[src/rtl/seq_alu_pkg.sv]
`default_nettype none
// ============================================================================
// Module      : seq_alu_pkg
// Description : Opcode and FSM state encodings shared by the seq_alu block.
// Revision    : 1.0 - initial release
// ============================================================================
package seq_alu_pkg;

    localparam int OP_W = 3;

    typedef enum logic [OP_W-1:0] {
        OP_ADD  = 3'b000,
        OP_SUB  = 3'b001,
        OP_MUL  = 3'b010,
        OP_DIV  = 3'b011,
        OP_AND  = 3'b100,
        OP_OR   = 3'b101,
        OP_XOR  = 3'b110,
        OP_RSVD = 3'b111
    } op_e;

    typedef enum logic [1:0] {
        IDLE = 2'd0,
        MUL  = 2'd1,
        DIV  = 2'd2,
        DONE = 2'd3
    } state_e;

endpackage
`default_nettype wire

[src/rtl/seq_alu_muldiv.sv]
`default_nettype none
// ============================================================================
// Module      : seq_alu_muldiv
// Description : Iterative shift-add multiplier / restoring divider, 1 bit/cycle.
// Revision    : 1.0 - initial release
// ============================================================================
module seq_alu_muldiv
    import seq_alu_pkg::*;
#(
    parameter int WIDTH = 8
) (
    input  logic                 clk,
    input  logic                 rst_n,
    input  logic                 start,
    input  logic                 is_div,
    input  logic [WIDTH-1:0]     a,
    input  logic [WIDTH-1:0]     b,
    output logic                 done,
    output logic [2*WIDTH-1:0]   res
);

    localparam int CNT_W = $clog2(WIDTH);

    logic               r_busy;
    logic               r_is_div;
    logic [CNT_W-1:0]   r_cnt;
    logic [WIDTH-1:0]   r_acc;
    logic [WIDTH-1:0]   r_shift;
    logic [WIDTH-1:0]   r_opb;

    logic [WIDTH-1:0]   w_addend;
    logic [WIDTH:0]     w_sum;
    logic [WIDTH:0]     w_rem_sh;
    logic [WIDTH-1:0]   w_rem_sub;
    logic               w_ge;
    logic [WIDTH-1:0]   w_acc_nxt;
    logic [WIDTH-1:0]   w_shift_nxt;

    // {r_acc, r_shift} is the product register for MUL and {rem, quot} for DIV
    always_comb begin
        w_addend    = r_shift[0] ? r_opb : '0;
        w_sum       = {1'b0, r_acc} + {1'b0, w_addend};
        w_rem_sh    = {r_acc, r_shift[WIDTH-1]};
        w_ge        = (w_rem_sh >= {1'b0, r_opb});
        // difference is below the divisor whenever it is used, so WIDTH bits suffice
        w_rem_sub   = w_rem_sh[WIDTH-1:0] - r_opb;
        w_acc_nxt   = w_sum[WIDTH:1];
        w_shift_nxt = {w_sum[0], r_shift[WIDTH-1:1]};
        if (r_is_div) begin
            w_acc_nxt   = w_ge ? w_rem_sub : w_rem_sh[WIDTH-1:0];
            w_shift_nxt = {r_shift[WIDTH-2:0], w_ge};
        end
    end

    assign done = r_busy && (r_cnt == CNT_W'(WIDTH-1));
    assign res  = {w_acc_nxt, w_shift_nxt};

    always_ff @(posedge clk) begin
        if (!rst_n) begin
            r_busy   <= 1'b0;
            r_is_div <= 1'b0;
            r_cnt    <= '0;
            r_acc    <= '0;
            r_shift  <= '0;
            r_opb    <= '0;
        end else if (start) begin
            r_busy   <= 1'b1;
            r_is_div <= is_div;
            r_cnt    <= '0;
            r_acc    <= '0;
            r_shift  <= a;
            r_opb    <= b;
        end else if (r_busy) begin
            r_acc   <= w_acc_nxt;
            r_shift <= w_shift_nxt;
            r_cnt   <= r_cnt + CNT_W'(1);
            if (done) begin
                r_busy <= 1'b0;
            end
        end
    end

endmodule
`default_nettype wire

[src/rtl/seq_alu.sv]
`default_nettype none
// ============================================================================
// Module      : seq_alu
// Description : Multi-cycle ALU with valid/ready handshakes and status flags.
// Revision    : 1.0 - initial release
// ============================================================================
module seq_alu
    import seq_alu_pkg::*;
#(
    parameter int WIDTH = 8,
    parameter int OPW   = OP_W
) (
    input  logic                 clk,
    input  logic                 rst_n,
    input  logic                 in_valid,
    output logic                 in_ready,
    input  logic [WIDTH-1:0]     a,
    input  logic [WIDTH-1:0]     b,
    input  logic [OPW-1:0]       op,
    output logic                 out_valid,
    input  logic                 out_ready,
    output logic [2*WIDTH-1:0]   result,
    output logic                 flag_zero,
    output logic                 flag_carry,
    output logic                 flag_dbz,
    output logic                 flag_illegal
);

    state_e             r_state;
    state_e             w_state_nxt;

    logic               w_op_hi_zero;
    op_e                w_op;
    logic               w_accept;
    logic               w_is_mul;
    logic               w_is_iter_div;
    logic               w_start;
    logic               w_md_done;
    logic [2*WIDTH-1:0] w_md_res;

    logic [WIDTH:0]     w_sum_ext;
    logic [WIDTH:0]     w_diff_ext;
    logic [2*WIDTH-1:0] w_sc_result;
    logic               w_sc_carry;
    logic               w_sc_dbz;
    logic               w_sc_illegal;

    logic [2*WIDTH-1:0] r_result;
    logic               r_zero;
    logic               r_carry;
    logic               r_dbz;
    logic               r_illegal;

    // Any set bit above the architected opcode field makes the opcode reserved
    generate
        if (OPW > OP_W) begin : g_op_wide
            assign w_op_hi_zero = ~|op[OPW-1:OP_W];
        end else begin : g_op_narrow
            assign w_op_hi_zero = 1'b1;
        end
    endgenerate

    assign w_op          = w_op_hi_zero ? op_e'(op[OP_W-1:0]) : OP_RSVD;
    assign w_accept      = in_valid && (r_state == IDLE);
    assign w_is_mul      = (w_op == OP_MUL);
    assign w_is_iter_div = (w_op == OP_DIV) && (b != '0);
    assign w_start       = w_accept && (w_is_mul || w_is_iter_div);

    seq_alu_muldiv #(
        .WIDTH (WIDTH)
    ) u_muldiv (
        .clk    (clk),
        .rst_n  (rst_n),
        .start  (w_start),
        .is_div (w_is_iter_div),
        .a      (a),
        .b      (b),
        .done   (w_md_done),
        .res    (w_md_res)
    );

    always_comb begin
        w_sum_ext    = {1'b0, a} + {1'b0, b};
        w_diff_ext   = {1'b0, a} - {1'b0, b};
        w_sc_result  = '0;
        w_sc_carry   = 1'b0;
        w_sc_dbz     = 1'b0;
        w_sc_illegal = 1'b0;
        case (w_op)
            OP_ADD: begin
                w_sc_result = {{WIDTH{1'b0}}, w_sum_ext[WIDTH-1:0]};
                w_sc_carry  = w_sum_ext[WIDTH];
            end
            OP_SUB: begin
                w_sc_result = {{WIDTH{1'b0}}, w_diff_ext[WIDTH-1:0]};
                w_sc_carry  = w_diff_ext[WIDTH];
            end
            OP_AND:  w_sc_result = {{WIDTH{1'b0}}, a & b};
            OP_OR:   w_sc_result = {{WIDTH{1'b0}}, a | b};
            OP_XOR:  w_sc_result = {{WIDTH{1'b0}}, a ^ b};
            // only reaches the output registers when b == 0
            OP_DIV: begin
                w_sc_result = {a, {WIDTH{1'b1}}};
                w_sc_dbz    = 1'b1;
            end
            OP_RSVD: w_sc_illegal = 1'b1;
            default: ;
        endcase
    end

    always_ff @(posedge clk) begin
        if (!rst_n) begin
            r_state <= IDLE;
        end else begin
            r_state <= w_state_nxt;
        end
    end

    always_comb begin
        w_state_nxt = r_state;
        case (r_state)
            IDLE: begin
                if (w_accept) begin
                    if (w_is_mul) begin
                        w_state_nxt = MUL;
                    end else if (w_is_iter_div) begin
                        w_state_nxt = DIV;
                    end else begin
                        w_state_nxt = DONE;
                    end
                end
            end
            MUL, DIV: begin
                if (w_md_done) begin
                    w_state_nxt = DONE;
                end
            end
            DONE: begin
                if (out_ready) begin
                    w_state_nxt = IDLE;
                end
            end
            default: w_state_nxt = IDLE;
        endcase
    end

    always_ff @(posedge clk) begin
        if (!rst_n) begin
            r_result  <= '0;
            r_zero    <= 1'b0;
            r_carry   <= 1'b0;
            r_dbz     <= 1'b0;
            r_illegal <= 1'b0;
        end else if (w_accept && !w_start) begin
            r_result  <= w_sc_result;
            r_zero    <= (w_sc_result == '0);
            r_carry   <= w_sc_carry;
            r_dbz     <= w_sc_dbz;
            r_illegal <= w_sc_illegal;
        end else if (((r_state == MUL) || (r_state == DIV)) && w_md_done) begin
            r_result  <= w_md_res;
            r_zero    <= (w_md_res == '0);
            r_carry   <= 1'b0;
            r_dbz     <= 1'b0;
            r_illegal <= 1'b0;
        end
    end

    assign in_ready     = (r_state == IDLE);
    assign out_valid    = (r_state == DONE);
    assign result       = r_result;
    assign flag_zero    = r_zero;
    assign flag_carry   = r_carry;
    assign flag_dbz     = r_dbz;
    assign flag_illegal = r_illegal;

endmodule
`default_nettype wire

[config.mk]
export PLATFORM = sky130hd
export DESIGN_NAME = seq_alu
export DESIGN_NICKNAME = d
export VERILOG_FILES = /design/src/rtl/seq_alu_pkg.sv /design/src/rtl/seq_alu_muldiv.sv /design/src/rtl/seq_alu.sv
export SDC_FILE = /design/constraint.sdc
export NUM_CORES = 1
export LEC_CHECK = 0
export ABC_AREA = 1
export CELL_PAD_IN_SITES_DETAIL_PLACEMENT = 0
export CELL_PAD_IN_SITES_GLOBAL_PLACEMENT = 1
export CORE_ASPECT_RATIO = 0.75
export CORE_MARGIN = 2
export CORE_UTILIZATION = 30
export DETAILED_ROUTE_END_ITERATION = 8
export DONT_BUFFER_PORTS = 1
export MAX_ROUTING_LAYER = met4
export PLACE_DENSITY_LB_ADDON = 0.1
export SYNTH_ARGS = -nofsm -noshare
export SYNTH_HDL_FRONTEND = slang
export SYNTH_SLANG_ARGS = --single-unit
[constraint.sdc]
create_clock -name clk -period 2.5 [get_ports clk]
set_input_delay 0.375 -clock clk [delete_from_list [all_inputs] [get_ports clk]]
set_output_delay 0.375 -clock clk [all_outputs]
set_load 0.005 [all_outputs]
==> metrics.md, run 1 <==
| Metric | Value |
|---|---|
| Final antenna-violating net count | `0` |
| Slew @ Worst Pin | `558.4 ps` |
| Nets@finish | `802` |
| Antenna violations before repair | `0` |
| Yosys reg bits | `51` |
| Filler Cell Count | `1652` |
| R2R Setup Slk | `270 ps` |
| Top_reg_cell synth | `dfxtp_1` |
| Setup CP Type | `in2reg` |
| RePlAce Congestion | `0.8587` |
| Floorplan die width | `145.7 µm` |
| CTS root buffer | `clkbuf_16` |
| Peak VDD IR | `0.4452 mV` |
| WL/cell | `17.33 µm` |
| Crit Reg-Reg Startpoint | `u_muldiv.r_shift[7]` |
| Min-Delay Path Depth | `2` |
| PortBufs | `0` |
| # setup viols final | `0` |
| Hold Violations, Final | `0` |
| Rel. slew slack | `0.6269` |
| RR Endpoint | `flag_zero` |
| CTS tree | `built` |
| Core area | `14600 µm²` |
| IO Count | `45` |
| Max-cap violations | `0` |
| Fmax | `446.6 MHz` |
| Met2 Usage GRT | `0.2864` |
| CTS clk-pin slew, worst paths | `80 ps` |
| GRT met3 Usage | `0.04444` |
| Area Overhead vs Synth | `9.579%` |
| Hold endpoint | `result[2]` |
| Crit. End Element | `flip-flop` |
| Vias in the first global route | `4459` |
| CTS Buf Count | `5` |
| Clk_lat worst skew | `300 ps` |
| Final period util | `0.8957` |
| Yosys cell types | `41` |
| RSZ-0062 raised after global routing | `no` |
| Share of cells above drive strength 1 | `0.05890` |
| Pwr Total | `2986 µW` |
| CP startpoint kind | `input port` |
| Cell count after synthesis | `727` |
| Iter 0 DRT Violations | `383` |
| Pre-antenna DRT Iters | `7` |
| Fin Setup TNS | `0 ps` |
| GRT busiest layer | `met1` |
| Largest net degree at the start of global routing | `28` |
| Clk_skew | `15.18 ps` |
| Total GRT Usage | `0.2103` |
| Hold_ws | `189.3 ps` |
| Cell Pwr Density | `603.0 nW/µm²` |
| Crit Path Max Fanout | `4` |
| Drt via density | `5.074` |
| Grt total ovfl | `0` |
| R2R depth | `16` |
| Most frequent cells in the layout | `166 x nand2_1, 116 x inv_1, 77 x nor2_1` |
| Die area | `16070 µm²` |
| Hold_buf cts | `0` |
| H-tree levels | `2` |
| Max Root-Sink Buffers | `2` |
| Std-Cell Rows | `38` |
| Average size of a mapped cell | `6.216 µm²` |
| Sink Count | `51` |
| Minimum clock period | `2239 ps` |
| Arr. time, crit path | `2480 ps` |
| DP HPWL | `13.18 mm` |
| Leak | `0.002497 µW` |
| Commonest non-fill, non-tap cell in the layout | `nand2_1` |
| First-pass GRT wire length | `25.39 mm` |
| Hold crit path type | `in2reg` |
| Worst Path Required | `2740 ps` |
| Ys async rst share | `0` |
| Outcome | `completed` |
| Diode count | `0` |
| Mapped cell area | `4519 µm²` |
| Hold path startpoint | `rst_n` |
| Slew Limit Fails | `0` |
| Syn_nets | `799` |
| Yosys warnings | `0` |
| Initial Util | `0.3096` |
| Via count | `4719` |
| Met1 GRT Util | `0.3222` |
| Die height | `110.3 µm` |
| Sequential area share after synthesis | `0.2259` |
| Post-synth EDFFs | `0` |
| Final WL | `16.11 mm` |
| DRC | `0` |
==> synthesized netlist by cell type (all sizes together) (2+ instances only) <==
cell / instances / area, µm²
nor3: 4 / 20.02
inv: 120 / 455.4
or2: 3 / 18.77
fa: 4 / 80.08
clkinv: 2 / 7.510
a21oi: 44 / 220.2
a31oi: 20 / 125.1
o21ai: 40 / 203.9
dfxtp: 51 / 1021
o221ai: 2 / 17.52
nor2: 79 / 304.0
a221oi: 4 / 35.03
o21a: 2 / 15.01
ha: 45 / 563.0
xor2: 2 / 17.52
xnor2: 2 / 17.52
clkbuf: 7 / 26.28
o22ai: 11 / 68.82
nand3: 76 / 395.4
nand2: 170 / 658.1
buf: 16 / 90.09
o211ai: 2 / 15.01
nand4: 14 / 87.58
==> what timing repair did <==
action / in CTS / in global routing
resized for setup: 0 / 3
buffers inserted: 0 / 0
endpoints found under the setup margin: 0 / 2
==> cells by family after synthesis <==
logic type               count (synthesis)  share of synthesized area
adder cells (fa/ha/maj)                 49                     0.1423
XOR/XNOR                                 4                   0.007753
AO/OA/AOI/OAI                          131                     0.1658
flip-flops                              51                     0.2259
AND/OR/NAND/NOR                        347                     0.3300
buffers and inverters                  145                     0.1282
==> per-stage QoR <==
stage          cells  setup WS (ps)  utilization  area, µm²
2_1_floorplan    727          506.9            -       4519
3_3_place_gp     923          19.61       0.3286       4796
3_5_place_dp     923          43.96       0.3286       4796
4_1_cts          930          145.9       0.3387       4943
5_1_grt          930          33.62       0.3393       4952
6_report         930          260.7       0.3393       4952
==> power breakdown <==
part	switching, µW	internal (µW)
combinational	867	439
sequential	65.1	890
clock	328	398
==> registers in the layout (all words and copies together) (netlist names) <==
register,count
flag_carry,1
flag_dbz,1
flag_illegal,1
flag_zero,1
r_state,2
result,16
u_muldiv.r_acc,8
u_muldiv.r_busy,1
u_muldiv.r_cnt,3
u_muldiv.r_is_div,1
u_muldiv.r_opb,8
u_muldiv.r_shift,8
==> layer usage <==
layer	routed length (µm)	vias up
met5	0	-
met4	42	0
met3	934	6
met2	6115	110
met1	9019	2226
li1	-	2377
==> worst max-delay path, stage by stage <==
cell and delay, ps:
inv_1 80, ha_1 250, fa_1 400, inv_1 150, nand2_1 70, nand3_1 70, o21ai_0 80, nor2_1 190
nand3_1 130, nor3_1 340, nand3_1 140, nand2_1 90, nor2_1 40, nor2_1 70
==> worst max-delay path by stage <==
stage                 to  slack (ps)  cells past startpoint                start
6_report       flag_zero         260                     14                 a[0]
5_1_grt        flag_zero          30                     15  u_muldiv.r_shift[0]
4_1_cts        flag_zero         150                     15  u_muldiv.r_shift[0]
3_5_place_dp   flag_zero          40                     14                 a[0]
3_3_place_gp   flag_zero          20                     14                 a[0]
2_1_floorplan  flag_zero         510                     14  u_muldiv.r_shift[0]
==> final cells by class <==
type                       count  area, µm²  area share
timing repair buffer          19      142.6     0.02880
tap                          200      250.2     0.05053
clock inverter                 1      8.758    0.001769
sequential                    51       1022      0.2064
multi-input combinational    531       2927      0.5910
inverter                     122      462.9     0.09348
clock buffer                   6      138.9     0.02804
(Power assumes the default switching activity.)
==> run 2: changes to the inputs <==
--- a/config.mk
+++ b/config.mk
@@ -5,8 +5,7 @@
 export SDC_FILE = /design/constraint.sdc
 export NUM_CORES = 1
 export LEC_CHECK = 0
-export ABC_AREA = 1
-export CELL_PAD_IN_SITES_DETAIL_PLACEMENT = 0
+export CELL_PAD_IN_SITES_DETAIL_PLACEMENT = 1
 export CELL_PAD_IN_SITES_GLOBAL_PLACEMENT = 1
 export CORE_ASPECT_RATIO = 0.75
 export CORE_MARGIN = 2
@@ -17,4 +16,5 @@
 export PLACE_DENSITY_LB_ADDON = 0.1
 export SYNTH_ARGS = -nofsm -noshare
 export SYNTH_HDL_FRONTEND = slang
+export SYNTH_HIERARCHICAL = 1
 export SYNTH_SLANG_ARGS = --single-unit
==> metrics.md, run 2 <==
| Metric | Value |
|---|---|
| WL/cell | `21.02 µm` |
| DRC | `0` |
| Antenna violations before repair | `0` |
| Most frequent cells after synthesis | `52 x nor2_1, 51 x dfxtp_1, 49 x nand2_1` |
| Crit Path Max Fanout | `3` |
| Start point of the critical path | `u_muldiv/r_opb[0]` |
| Delay-heaviest family, CP | `compound AO/OA/AOI/OAI gates` |
| Max incr delay on CP | `370 ps` |
| CTS Buf Count | `5` |
| Arr. time, crit path | `3060 ps` |
| DP HPWL | `14.63 mm` |
| Hold Violations, Final | `0` |
| Total GRT Usage | `0.2339` |
| Filler Cell Count | `1792` |
| Cell taking the most area after synthesis | `dfxtp_1` |
| Commonest non-fill, non-tap cell in the layout | `buf_4` |
| Final period util | `1.129` |
| First-pass GRT wire length | `28.87 mm` |
| Fin cells | `886` |
| Top_reg_cell synth | `dfxtp_1` |
| Worst Path Required | `2730 ps` |
| Floorplan die width | `147.1 µm` |
| Most frequent cells in the layout | `108 x buf_4, 47 x nand2_1, 46 x nor2_1` |
| CTS clk-pin slew, worst paths | `90 ps` |
| Initial Util | `0.3045` |
| Cell Pwr Density | `572.0 nW/µm²` |
| Peak VDD IR | `0.2756 mV` |
| Pre-antenna DRT Iters | `4` |
| RR Endpoint | `flag_zero` |
| Min-Delay Path Depth | `1` |
| Worst Path Buf+Inv | `1` |
| Hold_buf cts | `0` |
| # setup viols final | `10` |
| Minimum clock period | `2823 ps` |
| Iter 0 DRT Violations | `190` |
| Slew @ Worst Pin | `614.9 ps` |
| Crit Reg-Reg Startpoint | `u_muldiv/r_opb[0]` |
| Hold_ws | `203.6 ps` |
| Post-synth EDFFs | `0` |
| Worst path slowest cell | `fa_2` |
| PortBufs | `0` |
| Hold crit path type | `in2reg` |
| Most used cell, CP | `nor4_2` |
| Sequential area share after synthesis | `0.2217` |
| CTS tree | `built` |
| Hold path startpoint | `rst_n` |
| Yosys cell types | `66` |
| Leak | `0.002666 µW` |
| Grt total ovfl | `0` |
| Rel. slew slack | `0.5886` |
| Via count | `4687` |
| Largest net degree at the start of global routing | `30` |
| Sink Count | `51` |
| RSZ-0062 raised after global routing | `yes` |
| Die height | `111.3 µm` |
| Hold endpoint | `result[7]` |
| Mapped cell area | `4606 µm²` |
| Syn_nets | `654` |
| Register area | `1037 µm²` |
| Max-cap violations | `0` |
| Slew Limit Fails | `0` |
| CTS root buffer | `clkbuf_16` |
| Final antenna-violating net count | `0` |
| Drt via density | `5.290` |
| Placed cells | `860` |
| CP cell instances | `ha_4, fa_2, nand2b_4, a21oi_4, nor4_2, a311oi_1, buf_4, o211a_1, a21oi_2, nor4_2, nand4_1, o21ai_1, nand3_1, o31ai_2` |
| Top post-synthesis cells by area | `dfxtp_1 22%, ha_1 12%, a21oi_1 4.3%` |
| Final WL | `18.63 mm` |
| Core area | `15130 µm²` |
| Multi-input logic area | `3729 µm²` |
| Clk_lat worst skew | `310 ps` |
| Pwr Total | `3589 µW` |
| Top cell type's share of synthesized area | `0.2217` |
| Worst setup margin | `-322.9 ps` |
| R2R Setup Slk | `-320 ps` |
| Average size of a mapped cell | `7.914 µm²` |
| Die area | `16370 µm²` |
| Most frequent cell after synthesis | `nor2_1` |
| Std-Cell Rows | `39` |
| Crit. End Element | `flip-flop` |
| Number of flip-flops in the largest register | `16` |
| Ys async rst share | `0` |
| Nets@finish | `752` |
| Fmax | `354.3 MHz` |
| IO Count | `45` |
| Yosys reg bits | `51` |
| Yosys warnings | `6` |
| R2R depth | `14` |
| Area Overhead vs Synth | `36.24%` |
| Cell count after synthesis | `582` |
| Setup CP Type | `reg2reg` |
| Outcome | `complete, but fails checks` |
| CP startpoint kind | `flip-flop` |
| Diode count | `0` |
| RePlAce Congestion | `0.8718` |
| Share of cells above drive strength 1 | `0.3421` |
| Max Root-Sink Buffers | `2` |
| Vias in the first global route | `4966` |
| H-tree levels | `2` |
| Clk_skew | `13.44 ps` |
| Violated checks | `setup timing` |
[run 2: changes by cell type after synthesis, sizes merged, moves of 11 or more]
cell	delta
clkbuf	+16
mux2i	+20
a31oi	-14
nor2b	+12
inv	-79
a211oi	+16
o22ai	-11
nor2	-27
buf	-11
nand3	-55
nand4	-11
nand2	-121
mux2	+16
[run 2: kinds of logic (layout without fill, tap and decap cells)]
| logic type | count (synthesis) | after routing | share of synthesized area |
|---|---|---|---|
| AO/OA/AOI/OAI | 164 | 164 | 0.2532 |
| AND/OR/NAND/NOR | 199 | 199 | 0.2157 |
| buffers and inverters | 70 | 169 | 0.06248 |
| adder cells (fa/ha/maj) | 49 | 49 | 0.1396 |
| multiplexers | 36 | 36 | 0.08259 |
| XOR/XNOR | 13 | 13 | 0.02472 |
| flip-flops | 51 | 51 | 0.2217 |
[run 2: per-layer routing]
layer	vias to the layer above	track usage	routed length, µm
met1	2326	0.3431	9383
met3	9	0.05267	1179
met2	77	0.3364	7961
met5	-	-	0
met4	0	0.02692	102
li1	2275	-	-
[run 2: what timing repair did]
action,in CTS,in global routing
setup endpoints to repair,10,11
gates resized for setup,56,37
gates cloned,0,0
setup buffers,10,8
endpoints found under the hold margin,0,0
pin swaps,19,20
[run 2: worst max path at each step]
stage | end | cells past startpoint
4_1_cts | flag_zero | 14
3_5_place_dp | flag_zero | 13
6_report | flag_zero | 14
3_3_place_gp | flag_zero | 12
2_1_floorplan | flag_zero | 12
5_1_grt | flag_zero | 14
[run 2: worst register-to-register path, delay by kind of cell (launching register included)]
family	cells	cell delay, ps
simple gates	5	750
compound gates	6	910
buf+inv	1	190
fa+ha+maj	2	560
flops	1	350
[run 2: through the flow]
stage          setup WS [ps]  TNS [ps]  instance area, µm²  utilization
6_report              -322.9     -1255                6275       0.4148
5_1_grt               -547.0     -2596                6275       0.4148
4_1_cts               -332.1    -695.1                6022       0.3981
3_5_place_dp          -618.1     -1845                5574       0.3685
3_3_place_gp          -660.8     -1654                5574       0.3685
2_1_floorplan          20.56         0                4674            -
[run 2: final cells by class]
type | count | area share
multi-input cells | 461 | 0.5942
flip-flops and latches | 51 | 0.1653
repair buffers | 119 | 0.1503
well taps | 205 | 0.04088
inverters | 42 | 0.02512
clock buffers | 5 | 0.01994
clock inverters | 3 | 0.004187
[run 2: power by group]
part | internal [µW] | switching (µW) | total (µW)
logic | 897 | 955 | 1850
clock network | 382 | 363 | 745
registers | 908 | 84.5 | 992
==> run 3: changes to the inputs <==
--- a/config.mk
+++ b/config.mk
@@ -9,7 +9,7 @@
 export CELL_PAD_IN_SITES_GLOBAL_PLACEMENT = 1
 export CORE_ASPECT_RATIO = 0.75
 export CORE_MARGIN = 2
-export CORE_UTILIZATION = 30
+export CORE_UTILIZATION = 40
 export DETAILED_ROUTE_END_ITERATION = 8
 export DONT_BUFFER_PORTS = 1
 export MAX_ROUTING_LAYER = met4
==> metrics.md, run 3 (synthesis gave the netlist of run 2 again) <==
| Metric | Value |
|---|---|
| CTS Buf Count | `5` |
| Slew @ Worst Pin | `603.8 ps` |
| Logic pwr share | `0.522` |
| Final WL | `19.05 mm` |
| # setup viols final | `11` |
| Grt total ovfl | `0` |
| Seq pwr share | `0.273` |
| Outcome | `complete, but fails checks` |
| Fin cells | `814` |
| Crit Path Max Fanout | `6` |
| Worst Path Required | `2710 ps` |
| Hold_buf cts | `0` |
| R2R Setup Slk | `-330 ps` |
| Nets@finish | `745` |
| Fin Setup TNS | `-1756 ps` |
| Vias in the first global route | `5240` |
| RSZ-0062 raised after global routing | `yes` |
| Fin area | `6153 µm²` |
| Final antenna-violating net count | `0` |
| Share of cells above drive strength 1 | `0.3309` |
| Number of flip-flops in the largest register | `16` |
| Met1 wire length | `8.970 mm` |
| Clk_skew | `9.960 ps` |
| WL/cell | `23.41 µm` |
| Most frequent cells in the layout | `106 x buf_4, 47 x nand2_1, 46 x nor2_1` |
| Met3 wire len | `1.129 mm` |
| CTS root buffer | `clkbuf_16` |
| Floorplan die width | `127.9 µm` |
| DP Area | `5420 µm²` |
| Psw | `1463 µW` |
| Die area | `12400 µm²` |
| Commonest non-fill, non-tap cell in the layout | `buf_4` |
| Crit Reg-Reg Startpoint | `u_muldiv/r_opb[4]` |
| Area Overhead vs Synth | `33.60%` |
| Cell-internal power | `2170 µW` |
| Pre-antenna DRT Iters | `5` |
| Worst setup margin | `-325.0 ps` |
| Hold crit path type | `in2reg` |
| Via count | `4882` |
| Filler Cell Count | `1324` |
| Clock share of power | `0.204` |
| Hold endpoint | `result[7]` |
| CP startpoint kind | `flip-flop` |
| Sink Count | `51` |
| Violated checks | `setup timing` |
| RR Endpoint | `flag_zero` |
| Clk_lat worst skew | `300 ps` |
| Max Root-Sink Buffers | `2` |
| R2R depth | `13` |
| H-tree levels | `2` |
| Pre-CTS setup slack | `-369.4 ps` |
| IO Count | `45` |
| DP HPWL | `13.92 mm` |
| Slew Limit Fails | `0` |
| Rel. slew slack | `0.5950` |
| Max-cap violations | `0` |
| Minimum clock period | `2825 ps` |
| Peak VDD IR | `0.3185 mV` |
| Drt via density | `5.998` |
| CTS tree | `built` |
| Final period util | `1.130` |
| Std-Cell Rows | `33` |
| Leak | `0.002623 µW` |
| Fmax | `354.0 MHz` |
| Min-Delay Path Depth | `1` |
| Crit. End Element | `flip-flop` |
| Hold Violations, Final | `0` |
| Top routing layer in use | `met4` |
| DRC | `0` |
| RePlAce Congestion | `0.9435` |
| Initial Util | `0.4162` |
| Cell Pwr Density | `590.4 nW/µm²` |
| Setup CP Type | `reg2reg` |
| Switching Share | `0.4026` |
| Antenna violations before repair | `0` |
| First-pass GRT wire length | `29.69 mm` |
| Total GRT Usage | `0.3170` |
| Die height | `96.93 µm` |
| Core area | `11070 µm²` |
| Diode count | `0` |
| Hold path startpoint | `rst_n` |
| Routed met2 length | `8.712 mm` |
| Arr. time, crit path | `3040 ps` |
| Largest net degree at the start of global routing | `30` |
| Iter 0 DRT Violations | `369` |
| Placed cells | `787` |
| PortBufs | `0` |
| CTS clk-pin slew, worst paths | `80 ps` |
[run 3: changes by cell type in the layout (fill, tap and decap cells not counted), moves of 2 or more]
cell      previous run  this run
a211oi_1            10        12
a211oi_2             5         3
a21oi_1             30        28
a21oi_4              2         4
a31oi_1              5         3
a31oi_4              0         3
buf_4              108       106
buf_6               10         6
mux2_2              16        13
mux2_4               0         3
nor3_1               6         8
nor3_4               2         0
o21ai_0             28        30
[run 3: layer usage]
metal  track usage  vias up
li1              -     2277
met1        0.4162     2434
met5             -        -
met2        0.4932      150
met4       0.06593        0
met3       0.08241       21
[run 3: per-stage QoR]
step                  util  hold slack [ps]  power (µW)
finish              0.5561            195.0        3633
global route        0.5561            206.1        3812
CTS                 0.5438            194.3        3437
detailed placement  0.4898            478.2        2426
global placement    0.4898            463.2        2370
floorplan                -            448.6        1883
[run 3: final cells by class]
cell class	instances	area, µm²	area share
multi-input combinational	461	3769	0.6124
sequential	51	1037	0.1686
timing repair buffer	112	863.3	0.1403
tap	140	175.2	0.02847
inverter	42	157.7	0.02562
clock buffer	5	125.1	0.02033
clock inverter	3	26.28	0.004270
[run 3: critical path, cell delays in order (launching register included)]
cell and delay (ps):
dfxtp_2 340, inv_2 50, ha_4 310, o21ai_4 80
a2111oi_4 430, buf_4 200, o21ai_4 90, and3_4 190
o31a_4 330, nor4_2 250, nand4_1 120, o21ai_1 150
nand3_1 120, o31ai_2 70
[run 3: worst max path at each step]
stage	cells after the start	slack, ps	from	end
floorplan	12	20	u_muldiv/r_opb[5]	flag_zero
global placement	12	-380	u_muldiv/r_opb[6]	flag_zero
detailed placement	14	-370	u_muldiv/r_shift[0]	flag_zero
CTS	14	-170	u_muldiv/r_opb[4]	result[0]
global route	13	-470	u_muldiv/r_opb[4]	flag_zero
finish	13	-330	u_muldiv/r_opb[4]	flag_zero
[run 3: power groups by stage]
stage | Sequential [µW] | Clock, µW | Combinational [µW]
2_1_floorplan | 979 | 0 | 904
3_3_place_gp | 999 | 0 | 1370
3_5_place_dp | 1010 | 0 | 1420
4_1_cts | 991 | 747 | 1700
5_1_grt | 1010 | 779 | 2030
6_report | 993 | 742 | 1900
[run 3: what timing repair did]
item	4_1_cts	5_1_grt
pin swaps	30	17
endpoints found under the setup margin	10	15
buffers inserted	20	5
gates resized for setup	69	24
